## src/rtl/stopwatch_control_pkg.sv

```systemverilog
// Shared state encodings and default timing parameters for the stopwatch control path.
package stopwatch_control_pkg;

  typedef enum logic [1:0] {
    ST_IDLE    = 2'b00,
    ST_RUNNING = 2'b01,
    ST_PAUSED  = 2'b10
  } sw_state_e;

  localparam int unsigned TICK_DIV_DEFAULT        = 50000;
  localparam int unsigned DEBOUNCE_CYCLES_DEFAULT = 500000;

  // Width of a counter holding 0..n-1, never narrower than one bit.
  function automatic int unsigned cnt_width(input int unsigned n);
    return (n < 2) ? 1 : $clog2(n);
  endfunction

endpackage

```

## src/rtl/stopwatch_control_button_debouncer.sv

```systemverilog
// Button front end: 2-flop synchronizer, stable-sample counter and a one-cycle press pulse.
module button_debouncer
  import stopwatch_control_pkg::*;
#(
  parameter int unsigned DEBOUNCE_CYCLES = DEBOUNCE_CYCLES_DEFAULT
) (
  input  logic clk,
  input  logic reset,
  input  logic btn,
  output logic press
);

  localparam int unsigned     CW       = cnt_width(DEBOUNCE_CYCLES);
  localparam logic [CW-1:0]   CNT_LAST = CW'(DEBOUNCE_CYCLES - 1);

  logic          sync_q1;
  logic          sync_q2;
  logic          db;
  logic [CW-1:0] cnt;

  always_ff @(posedge clk or negedge reset) begin
    if (!reset) begin
      sync_q1 <= 1'b0;
      sync_q2 <= 1'b0;
      db      <= 1'b0;
      cnt     <= '0;
      press   <= 1'b0;
    end else begin
      sync_q1 <= btn;
      sync_q2 <= sync_q1;
      press   <= 1'b0;
      if (sync_q2 == db) begin
        cnt <= '0;
      end else if (cnt == CNT_LAST) begin
        // Accept the new level; only a rising acceptance counts as a press.
        db    <= sync_q2;
        cnt   <= '0;
        press <= sync_q2;
      end else begin
        cnt <= cnt + CW'(1);
      end
    end
  end

endmodule

```

## src/rtl/stopwatch_control.sv

```systemverilog
// Stopwatch control: debounced buttons drive the IDLE/RUNNING/PAUSED FSM and the 1 ms prescaler.
module stopwatch_control
  import stopwatch_control_pkg::*;
#(
  parameter int unsigned TICK_DIV        = TICK_DIV_DEFAULT,
  parameter int unsigned DEBOUNCE_CYCLES = DEBOUNCE_CYCLES_DEFAULT
) (
  input  logic       clk,
  input  logic       reset,
  input  logic       btn_start_stop,
  input  logic       btn_reset,
  output logic       st_signal,
  output logic       clear,
  output logic [1:0] state
);

  localparam int unsigned   PW         = cnt_width(TICK_DIV);
  localparam logic [PW-1:0] PRESC_LAST = PW'(TICK_DIV - 1);

  logic          ss_press;
  logic          rst_press;
  sw_state_e     state_q;
  logic [PW-1:0] presc;
  logic          presc_wrap;

  button_debouncer #(.DEBOUNCE_CYCLES(DEBOUNCE_CYCLES)) u_db_start_stop (
    .clk   (clk),
    .reset (reset),
    .btn   (btn_start_stop),
    .press (ss_press)
  );

  button_debouncer #(.DEBOUNCE_CYCLES(DEBOUNCE_CYCLES)) u_db_reset (
    .clk   (clk),
    .reset (reset),
    .btn   (btn_reset),
    .press (rst_press)
  );

  assign presc_wrap = (presc == PRESC_LAST);
  assign state      = state_q;

  always_ff @(posedge clk or negedge reset) begin
    if (!reset) begin
      state_q   <= ST_IDLE;
      presc     <= '0;
      st_signal <= 1'b0;
      clear     <= 1'b0;
    end else begin
      clear     <= rst_press;
      st_signal <= 1'b0;
      if (rst_press) begin
        state_q <= ST_IDLE;
        presc   <= '0;
      end else begin
        case (state_q)
          ST_IDLE: begin
            presc <= '0;
            if (ss_press) state_q <= ST_RUNNING;
          end
          ST_RUNNING: begin
            // The pausing edge still counts; its tick is dropped so no pulse lands in PAUSED.
            presc <= presc_wrap ? '0 : presc + PW'(1);
            if (ss_press) state_q <= ST_PAUSED;
            else          st_signal <= presc_wrap;
          end
          ST_PAUSED: begin
            if (ss_press) state_q <= ST_RUNNING;
          end
          default: begin
            state_q <= ST_IDLE;
            presc   <= '0;
          end
        endcase
      end
    end
  end

endmodule

```

## config.mk

```make
export PLATFORM = sky130hd
export DESIGN_NAME = stopwatch_control
export DESIGN_NICKNAME = d
export VERILOG_FILES = /design/src/rtl/stopwatch_control_pkg.sv /design/src/rtl/stopwatch_control_button_debouncer.sv /design/src/rtl/stopwatch_control.sv
export SDC_FILE = /design/constraint.sdc
export NUM_CORES = 1
export LEC_CHECK = 0
export BUFFER_PORTS_ARGS = -buffer_cell sky130_fd_sc_hd__buf_2
export CAP_MARGIN = 15
export CORE_MARGIN = 10
export CORE_UTILIZATION = 61
export DETAILED_ROUTE_END_ITERATION = 10
export GPL_TIMING_DRIVEN = 1
export PLACE_DENSITY_LB_ADDON = 0.15
export SLEW_MARGIN = 20
export SYNTH_ARGS = -nofsm -noshare
export SYNTH_HDL_FRONTEND = slang
export SYNTH_SLANG_ARGS = --single-unit
```

## constraint.sdc

```tcl
create_clock -name clk -period 2.3 [get_ports clk]
set_input_delay 0.46 -clock clk [delete_from_list [all_inputs] [get_ports clk]]
set_output_delay 0.46 -clock clk [all_outputs]
set_load 0.01 [all_outputs]
```

== After elaboration in Yosys (flattened, before gate mapping) ==
Cells that the tools add are included.

* Flip-flop bits (word level): 66
* Latch bits: 0
* Bits in writable memories: 0
* Memory bits (read-only): 0
* Word-level logic and storage cells: 52
* Memories: 0

* $add $sub $neg: 3
* $mul: 0
* Divide/modulo/power cells: 0
* Magnitude comparators: 0
* Equal/unequal tests: 10
* Shift operators: 0
* Muxes and demuxes: 18
* Bitwise logic cells: 2
* Reduce and logical (&&, ||, !) cells: 5

{| class="wikitable"
|+ Operators with widths
! kind !! count
|-
| $mux 19 || 4
|-
| $add 19x1->19 const B || 2
|-
| $eq 19x19->1 const B || 2
|-
| $mux 16 || 2
|-
| $pmux 16 s2 || 1
|-
| $add 16x1->16 const B || 1
|-
| $eq 16x16->1 const B || 1
|-
| $mux 1 || 7
|-
| $mux 2 || 3
|-
| $ne 3x1->1 const B || 2
|-
| $reduce_and 2->1 || 3
|-
| $pmux 2 s2 || 1
|-
| $eq 1x1->1 || 2
|-
| $eq 2x1->1 const B || 1
|-
| $eq 2x2->1 const B || 1
|-
| $logic_not 2->1 || 1
|-
| $ne 2x1->1 const B || 1
|-
| $not 1->1 || 2
|-
| $reduce_or 2->1 || 1
|}

== Depth between registers and ports, before layout ==
* Word-level depth: 4
* Depth in mapped cells: 7
* Depth with buffers taken out: 6

== Modules after synthesis ==
From an unflattened synthesis, not the netlist that was laid out.

* Cell total of the unflattened synthesis: 326
* Area, all modules: 3275.6 µm²

{| class="wikitable"
|+ Modules (own cells, without submodules)
! module !! instances !! cells an instance !! area each (µm²) !! seq. area each (µm²)
|-
| button_debouncer || 2 || 110 || 1118.6 || 575.6
|-
| stopwatch_control || 1 || 106 || 1038.5 || 500.5
|}

== Worst setup path after synthesis ==
OpenSTA, ideal clock, no wires.

* Path type: reg2reg
* Start point: register u_db_start_stop.cnt[14]
* End point: register u_db_start_stop.cnt[10]
* Arrival: 1.648 ns
* Path slack: 0.534 ns
* Cell stages (with the launch flop): 7
* Path buffers: 2
* Clock period less this slack: 1.766 ns
* Cells stage by stage: dfrtp_1 or4_1 nor4_2 or2_1 buf_6 buf_12 nor2_1

* Cells in the longest elaborated chain, start to end: 3

{| class="wikitable"
|+ Ends and longest elaborated chain
! what !! RTL line !! text
|-
| from (decl) || stopwatch_control_button_debouncer.sv:19 || <nowiki>logic [CW-1:0] cnt;</nowiki>
|-
| from (signal assigned) || stopwatch_control_button_debouncer.sv:40 || <nowiki>cnt <= cnt + CW'(1);</nowiki>
|-
| $eq 19x19->1 || stopwatch_control_button_debouncer.sv:34 || <nowiki>end else if (cnt == CNT_LAST) begin</nowiki>
|-
| $mux 19 || stopwatch_control_button_debouncer.sv:34 ||
|-
| $mux 19 || stopwatch_control_button_debouncer.sv:32 || <nowiki>if (sync_q2 == db) begin</nowiki>
|}

No other way between the ends.
A chain may end at the register's enable or synchronous reset.

== Worst setup path in the final report ==
* Start point: register u_db_start_stop.cnt[14]
* End point: register u_db_start_stop.cnt[8]

Same word-level chain as after synthesis.

==> out/qor.yml <==
status: "finished, final reports clean"
yosys.cell_types.count: 38
hold_violations: 0
io_pins: 8
synth_warnings: 0
syn-num-nets: 308
die_w_um: 90.9
syn_area_per_cell_um2: 10.2
cts.sinks: 66
cts_made_buffers: 9
endpoint_kind: "register"
htree_num_levels: 3
antenna_left: 0
maxSlewViolCount: 0
synth_edf_count: 0
synthSimpleGateAreaFrac_pct: 26.3
track_usage_pct: 14.5
synth_compound_area_share_pct: 2.86
post_cts_resize_count: 0
fin_crit_ns: 1.95
postCtsSetupRepairBufs: 0
crit_required_ns: 2.52
synthMuxAreaShare_pct: 1.06
maxSlewHeadroom_pct: 59.9
skew_ns: 0.0113
die_y_um: 90.9
synth_xor_area_share_pct: 12.6
maxCapViolCount: 0
setup_viol_count_final: 0
core-area_um2: 4790
dp_hpwl_um: 3750
min_path_type: "in2async"
routabilityCongestion: 0.815
routed_wl_um: 5470
drc_errors: 0
final_layout_size_suffix_gt1_share_pct: 11.0
area_growth_pct: 10.9
cp_num_buf_inv: 1
ys.flop_type: "dfrtp_1"
synth-seq-cells: 66
vias_per_cell: 5.60
cp-start-kind: "register"
ir_drop_v: 0.000477
cp_max_fo: 18
grt_max_degree: 30
worstSetupPathType: "reg2reg"
synthCells: 301
fmax_mhz: 513
rows: 25
wl_per_cell_um: 13.9
synth_area_um2: 3060
ys_async_sr_fraction_pct: 100
worst_slew_pin_slew_ns: 0.602
pre_cts_ws_ns: 0.368
power_density_nw_per_um2: 657
setup_tns_ns: 0
first_pass_iters: 4
cts_tree: "done"
clk-insertion-delay-late_ns: 0.34
r2r_setup_slack_ns: 0.35
holdBufCountCts: 0
cp_top_family: "simple AND/OR/NAND/NOR gates"
yosysSeqAreaShare_pct: 53.9
yosysTopAreaCellShare_pct: 53.9
timing.final.crit_share_pct: 84.7
crit_chain: "or4_1, nor4_2, or2_1, buf_4, nor2_1"
drt-initial-drc-count: 108
antenna_found_initial: 0
antenna_cells: 0
slowest_delay_ns: 0.56
start_util_pct: 64.0
arrival_ns: 2.17
vias: 2207
synthAdderAreaFrac_pct: 1.22
ctsRootBufferMaster: "clkbuf_8"
fin_ws_ns: 0.351
cts_buffer_depth: 2
die_area_um2: 8260
rsz0062_at_grt: "no"
clkTransAtPathRegs_ns: 0.07
grt_pass1_wl_um: 9830
leakagePower_nw: 1.46
overflow: 0
worst_path_max_delay_cell: "or4_1"
synth_top_family_by_area: "simple AND/OR/NAND/NOR gates"
first_global_vias: 2191
nets: 330
io_buffer_count: 7
synth_area_leader_cell: "dfrtp_1"
synthTopCellsByArea: "dfrtp_1 (54%), xor2_1 (7.1%), nor2_1 (7.1%)"
-- placed cells by master (no fill, tap or decap), types with 2 or more instances in the layout --
| cell | count |
|---|---|
| a21oi_1 | 5 |
| and3_1 | 5 |
| and4_1 | 4 |
| buf_2 | 7 |
| buf_4 | 7 |
| clkbuf_8 | 12 |
| dfrtp_1 | 66 |
| ha_1 | 3 |
| inv_1 | 6 |
| mux2_2 | 2 |
| nand2_1 | 24 |
| nand3_1 | 21 |
| nand4_1 | 13 |
| nor2_1 | 58 |
| nor3_1 | 10 |
| nor3b_1 | 2 |
| nor4_1 | 5 |
| o21ai_0 | 8 |
| or3_1 | 3 |
| or4_1 | 2 |
| xnor2_1 | 19 |
| xor2_1 | 25 |
-- cell type report --
type                       instances  area (um^2)
tap                               67         83.8
clock inverter                     2         35.0
timing repair buffer              14         87.6
multi-input combinational        226         1350
fill                             345         1390
inverter                           6         22.5
sequential                        66         1650
clock buffer                      13          169
-- metrics by stage --
step | util, % | cell area [um^2] | total power [mW] | cells | hold slack, ns
6_report | 71.0 | 3400 | 2.23 | 394 | 0.126
5_1_grt | 71.0 | 3400 | 2.33 | 394 | 0.163
4_1_cts | 71.0 | 3400 | 2.26 | 394 | 0.142
3_5_place_dp | 66.7 | 3190 | 1.26 | 379 | 0.338
3_3_place_gp | 66.7 | 3190 | 1.26 | 379 | 0.344
2_1_floorplan | - | 3060 | 1.23 | 301 | 0.164
-- kinds of logic after synthesis --
group | count (synthesis)
simple gates | 160
flops | 66
xor+xnor | 44
compound gates | 16
buf+inv | 9
mux | 3
fa+ha+maj | 3
-- where the power goes --
group	switching [mW]	internal (mW)
Combinational	0.0405	0.0174
Sequential	0.0104	1.17
Clock	0.409	0.582
-- routing by layer --
layer | GRT usage, % | wire length, um | vias to the layer above
met5 | 0 | 0 | -
met4 | 5.87 | 125 | 0
met3 | 5.99 | 300 | 17
met2 | 22.3 | 2500 | 53
met1 | 17.5 | 2550 | 1063
li1 | - | - | 1074
-- path summary, 6_finish.rpt --
check / startpoint / to / cells after the start
max in group asynchronous: reset / u_db_reset.cnt[10] / 2
min in group clk: btn_reset / u_db_reset.sync_q1 / 1
worst min register to register: u_db_reset.sync_q1 / u_db_reset.sync_q2 / 0
worst max-delay path: u_db_start_stop.cnt[14] / u_db_start_stop.cnt[8] / 5
worst min-delay path: reset / u_db_start_stop.press / 1
worst max register to register: u_db_start_stop.cnt[14] / u_db_start_stop.cnt[8] / 5
-- worst reg2reg max path, delay by kind of cell, from the launching register on --
| family | cells | cell delay (ns) |
|---|---|---|
| flops | 1 | 0.42 |
| buf+inv | 1 | 0.22 |
| simple gates | 4 | 1.20 |
-- cell usage after synthesis (all sizes together) (2+ instances only) --
cell    n
dfrtp  66
nor2   59
nand2  25
xor2   25
nand3  21
xnor2  19
nand4  13
nor3   10
o21ai   8
inv     6
nor4    6
a21oi   5
and3    5
and4    4
buf     3
ha      3
nor3b   3
or3     3
mux2    2
or2     2
or4     2
-- flip-flops by register name (all words and copies together), names as in the netlist --
register / count
state: 2
u_db_start_stop.sync_q1: 1
u_db_reset.sync_q1: 1
u_db_start_stop.cnt: 19
u_db_start_stop.db: 1
u_db_reset.press: 1
u_db_start_stop.sync_q2: 1
presc: 16
u_db_reset.db: 1
clear: 1
u_db_reset.sync_q2: 1
u_db_start_stop.press: 1
st_signal: 1
u_db_reset.cnt: 19
(Power assumes the default switching activity.)
